<file path="config.mk">
export PLATFORM = sky130hd
export DESIGN_NAME = rf_write_arbiter
export DESIGN_NICKNAME = d
export VERILOG_FILES = /design/src/rtl/rf_write_arbiter.sv
export SDC_FILE = /design/constraint.sdc
export NUM_CORES = 1
export LEC_CHECK = 0
export CORE_UTILIZATION = 40
export CTS_CLUSTER_DIAMETER = 30
export DETAILED_ROUTE_END_ITERATION = 8
export PLACE_DENSITY = 0.64
export SKIP_CTS_REPAIR_TIMING = 1
export SYNTH_ARGS = -nofsm -noshare
export SYNTH_HDL_FRONTEND = slang
export SYNTH_SLANG_ARGS = --single-unit
export TNS_END_PERCENT = 20
</file>
<file path="constraint.sdc">
create_clock -name clk -period 7.17 [get_ports clk]
set_input_delay 1.0755 -clock clk [delete_from_list [all_inputs] [get_ports clk]]
set_output_delay 1.0755 -clock clk [all_outputs]
set_load 0.01 [all_outputs]
</file>
<file path="src/rtl/rf_write_arbiter.sv">
// rf_write_arbiter: shares the register-file write port between the writeback
// stage (primary) and a small FIFO of mul/div results (secondary). Queued
// results take idle writeback cycles, or force a one-cycle writeback stall
// once they have waited STARVE_LIMIT cycles. busy_mask flags registers that
// still have a queued mul/div write pending.
// Optional feature macro: RF_ARB_BYPASS_EN. When it is defined, a mul/div
// result skips an empty FIFO and writes in the same cycle if writeback is idle.
module rf_write_arbiter #(
  parameter int DEPTH        = 4,
  parameter int STARVE_LIMIT = 3
) (
  input  logic        clk,
  input  logic        rst_n,
  input  logic        wb_we,
  input  logic [4:0]  wb_addr,
  input  logic [31:0] wb_data,
  output logic        wb_stall,
  input  logic        md_valid,
  output logic        md_ready,
  input  logic [4:0]  md_addr,
  input  logic [31:0] md_data,
  output logic        reg_we,
  output logic [4:0]  reg_a_write,
  output logic [31:0] reg_write,
  output logic [31:0] busy_mask
);

  localparam int PTR_W = $clog2(DEPTH);
  localparam int CNT_W = PTR_W + 1;
  localparam int STV_W = $clog2(STARVE_LIMIT + 1);
  localparam logic [CNT_W-1:0] CNT_FULL = CNT_W'(DEPTH);
  localparam logic [STV_W-1:0] STV_MAX  = STV_W'(STARVE_LIMIT);

  logic [4:0]       addr_mem_q [DEPTH];
  logic [31:0]      data_mem_q [DEPTH];
  logic [PTR_W-1:0] wr_ptr_q, wr_ptr_d;
  logic [PTR_W-1:0] rd_ptr_q, rd_ptr_d;
  logic [CNT_W-1:0] count_q, count_d;
  logic [STV_W-1:0] starve_q, starve_d;

  logic wb_req;
  logic fifo_empty;
  logic fifo_full;
  logic force_grant;
  logic sec_grant;
  logic bypass;
  logic push;
  logic pop;

  // A write to x0 is no request at all; rst_n gating keeps the port quiet
  // while reset is held even if writeback inputs are toggling.
  assign wb_req      = rst_n && wb_we && (wb_addr != 5'd0);
  assign fifo_empty  = (count_q == '0);
  assign fifo_full   = (count_q == CNT_FULL);
  assign force_grant = (starve_q == STV_MAX);
  assign sec_grant   = !fifo_empty && (!wb_req || force_grant);
  assign wb_stall    = wb_req && sec_grant;
  assign md_ready    = !fifo_full || sec_grant;
  assign pop         = sec_grant;

`ifdef RF_ARB_BYPASS_EN
  assign bypass = rst_n && fifo_empty && !wb_req && md_valid && (md_addr != 5'd0);
`else
  assign bypass = 1'b0;
`endif

  // Results for x0 complete the handshake but are dropped; bypassed results
  // never occupy a FIFO slot.
  assign push = md_valid && md_ready && (md_addr != 5'd0) && !bypass;

  // Write-port mux: queued result first when granted, then writeback, then bypass.
  always_comb begin
    reg_we      = 1'b0;
    reg_a_write = 5'd0;
    reg_write   = 32'd0;
    if (sec_grant) begin
      reg_we      = 1'b1;
      reg_a_write = addr_mem_q[rd_ptr_q];
      reg_write   = data_mem_q[rd_ptr_q];
    end else if (wb_req) begin
      reg_we      = 1'b1;
      reg_a_write = wb_addr;
      reg_write   = wb_data;
    end else if (bypass) begin
      reg_we      = 1'b1;
      reg_a_write = md_addr;
      reg_write   = md_data;
    end
  end

  // Pending-write bitmap: one-hot of every valid entry, walked from the head.
  always_comb begin
    busy_mask = 32'd0;
    for (int i = 0; i < DEPTH; i++) begin
      if (CNT_W'(i) < count_q) begin
        busy_mask[addr_mem_q[rd_ptr_q + PTR_W'(i)]] = 1'b1;
      end
    end
    busy_mask[0] = 1'b0;
  end

  // Next-state for pointers, occupancy and the starvation counter.
  always_comb begin
    wr_ptr_d = wr_ptr_q;
    rd_ptr_d = rd_ptr_q;
    count_d  = count_q + CNT_W'(push) - CNT_W'(pop);
    starve_d = starve_q;
    if (push) begin
      wr_ptr_d = wr_ptr_q + PTR_W'(1);
    end
    if (pop) begin
      rd_ptr_d = rd_ptr_q + PTR_W'(1);
    end
    if (sec_grant || fifo_empty) begin
      starve_d = '0;
    end else if (starve_q != STV_MAX) begin
      starve_d = starve_q + STV_W'(1);
    end
  end

  // Control state; reset discards anything queued.
  always_ff @(posedge clk or negedge rst_n) begin
    if (!rst_n) begin
      wr_ptr_q <= '0;
      rd_ptr_q <= '0;
      count_q  <= '0;
      starve_q <= '0;
    end else begin
      wr_ptr_q <= wr_ptr_d;
      rd_ptr_q <= rd_ptr_d;
      count_q  <= count_d;
      starve_q <= starve_d;
    end
  end

  // FIFO storage; validity comes from count_q, so no reset is needed here.
  always_ff @(posedge clk) begin
    if (push) begin
      addr_mem_q[wr_ptr_q] <= md_addr;
      data_mem_q[wr_ptr_q] <= md_data;
    end
  end

endmodule

</file>
==> run metrics <==
Leak 3.752 nW; syn nets 673; max_cap viols 0; Worst-path clk slew roughly 0.07 ns; crit path kind in -> out; top post-synthesis cells by area edfxtp_1 (53%), mux4_2 (14%), mux2i_1 (4.4%); Initial DRC Count 416; Core Box Area approximately 20000 um^2; CTS buffer count 17; Post-synth EDFFs between 100 and 150; total iterations of the first detailed-routing run 6; Routability Congestion 0.9600; worst path required time 6.09 ns; Max Buffers Root-to-Sink 2; Die W 147.2 um; relative slew slack 0.2617; Final nets 806; global-route wire length before repair 34310 um; insertion delay to the later sink of the worst-skew pair 0.43 ns; All-Layer GR Usage 0.2125; Max rail drop VDD 197.9 uV; FMAX 189.1 MHz; power per cell area 442.5 nW/um^2; final setup fails 0; gr ovfl total 0; DP Wirelength 15330 um; synth unique cells 56; # DRC 0; WL per Instance 22.11 um; Ports 150; post-synth top area cell edfxtp_1; Worst EP arrival 4.21 ns; post-synth top area share 0.5272; Yosys warning total 0; syn avg cell area 14.41 um^2; Most used DFF post-synth edfxtp_1; Die Area 21660 um^2; layout cell share with drive strength beyond 1 0.1642; Cell Area, Synth around 8400 um^2; final setup TNS 0 ns; Final Worst Setup Slack 1.882 ns; largest net degree at the start of global routing 43; Worst Path Max Fanout 35; total clock sinks ~160; crit end category output port; worst slack, placed around 1.9 ns; Cell Rows 52; Syn Inst Count 585; starting density of the core 0.4127; port buffer count 148; CTS tree done; initial antenna violation count 1; startpoint types input pin; final WL 22130 um; Clock Skews 0.01618 ns; async set or reset register ratio after synthesis 0.05732; sequential area share after synthesis 0.5539; ANT nets after route 0; Min Clock Period, post-route between 5 and 6 ns; vias between 5000 and 6000; Pins Over Slew Limit 0; period utilization 0.7375; Yosys reg bits 157; die height 147.2 um; Final Hold Viols 0; outcome complete, no violations; Worst Max-Slew Pin Slew 1.107 ns; CTS Root Cell clkbuf_16; Layout area overhead 26.64%; vias per inst 5.710; Antenna Cells 0; number of global-route vias before repair 5785; Hold Worst Slack ~0.45 ns; H-tree levels 4; RSZ-0062 raised after global routing no; Hold Path Class reg -> reg
## path summary, 6_finish.rpt
check                                  from             end  slack [ns]  cells after the start
worst max-delay path             wb_addr[1]  reg_a_write[0]        1.88                      8
worst min-delay path            starve_q[0]     starve_q[0]        0.45                      1
worst max register to register   count_q[2]      count_q[2]        4.36                      9
worst min register to register  starve_q[0]     starve_q[0]        0.45                      1
max in group asynchronous             rst_n     rd_ptr_q[0]        5.78                      1
min in group asynchronous             rst_n     starve_q[1]        0.99                      1
## per-stage QoR
stage,util,cells,total power [mW],cell area [um^2]
floorplan,-,585,2.854,8431
global placement,0.4926,969,3.809,10060
detailed placement,0.4926,969,3.823,10060
CTS,0.5226,1001,4.747,10680
global route,0.5226,1001,4.964,10680
finish,0.5226,1001,4.724,10680
## cells in the final DEF, fill, tap and decap left out, types with 3 or more instances in the layout
cell type and instances:
and3_1 6, inv_1 45, nand2_1 52, buf_4 4, and2_2 4, nand4_1 15
ha_1 9, nor2b_1 15, a32oi_1 13, and4bb_2 3, mux4_2 52, nor4b_2 3
nand3_1 30, nor4b_4 3, and2_0 3, nor2_1 8, clkbuf_16 17, o211ai_1 25
nand4b_1 3, clkinv_8 3, clkdlybuf4s50_1 148, xor2_1 3, and4b_1 4, inv_6 4
nand2b_1 3, dfrtp_1 7, edfxtp_1 148, a22oi_1 12, inv_8 5, mux2i_1 37
and2_1 3, mux2_2 7
## power by group
part           switching (mW)  internal (mW)
Clock                   0.409          0.504
Combinational            1.37           1.10
Sequential              0.129           1.21
## layout make-up
type / instances / area (um^2)
tap: 270 / 337.8
clock buffer: 17 / 425.4
sequential: 157 / 4674
inverter: 45 / 168.9
fill: 1766 / 9753
multi-input combinational: 345 / 3371
timing repair buffer: 152 / 1511
clock inverter: 15 / 187.7
## layer usage
layer / wire length [um] / share of wire / GRT usage
met3: 1428 / 0.065 / 0.04752
met1: 9636 / 0.44 / 0.2850
met2: 10570 / 0.48 / 0.3422
met5: 12 / 0.00054 / 0
met4: 482 / 0.022 / 0.07062
## worst max-delay path, stage by stage
cell	delay, ns
clkdlybuf4s50_1	0.42
or4_1	0.56
o21a_1	0.19
buf_4	0.24
a21oi_4	0.27
buf_4	0.53
mux2_2	0.40
clkdlybuf4s50_1	0.48
## flip-flops by register name, summed over array words and instances, names as in the netlist
name,flops
rd_ptr_q,2
wr_ptr_q,2
starve_q,2
count_q,3
data_mem_q,128
addr_mem_q,20
## synthesized netlist by cell type, types with 3 or more instances
master / count
edfxtp_1: 148
mux4_2: 52
nand2_1: 52
inv_1: 45
mux2i_1: 37
nand3_1: 30
o211ai_1: 25
nand4_1: 15
nor2b_1: 15
a32oi_1: 13
a22oi_1: 12
clkbuf_1: 12
buf_2: 10
dfrtp_1: 9
ha_1: 9
buf_4: 8
nor2_1: 8
and2_1: 7
mux2_2: 7
and3_1: 6
and4b_1: 4
buf_6: 4
and2_0: 3
and4bb_2: 3
buf_1: 3
nand2b_1: 3
nand4b_1: 3
nor4b_2: 3
nor4b_4: 3
xor2_1: 3
## logic make-up (layout without fill, tap and decap cells)
family                   count (synthesis)  in the layout  share of synthesized area
AO/OA/AOI/OAI                           59             59                    0.05773
XOR/XNOR                                 4              4                   0.004156
adder cells (fa/ha/maj)                 10             10                    0.01573
buffers and inverters                   83            229                    0.04690
flip-flops                             157            157                     0.5539
multiplexers                            96             96                     0.1922
other                                    1              1                  0.0004448
AND/OR/NAND/NOR                        175            175                     0.1290
Power figures use the tool's default switching activity.
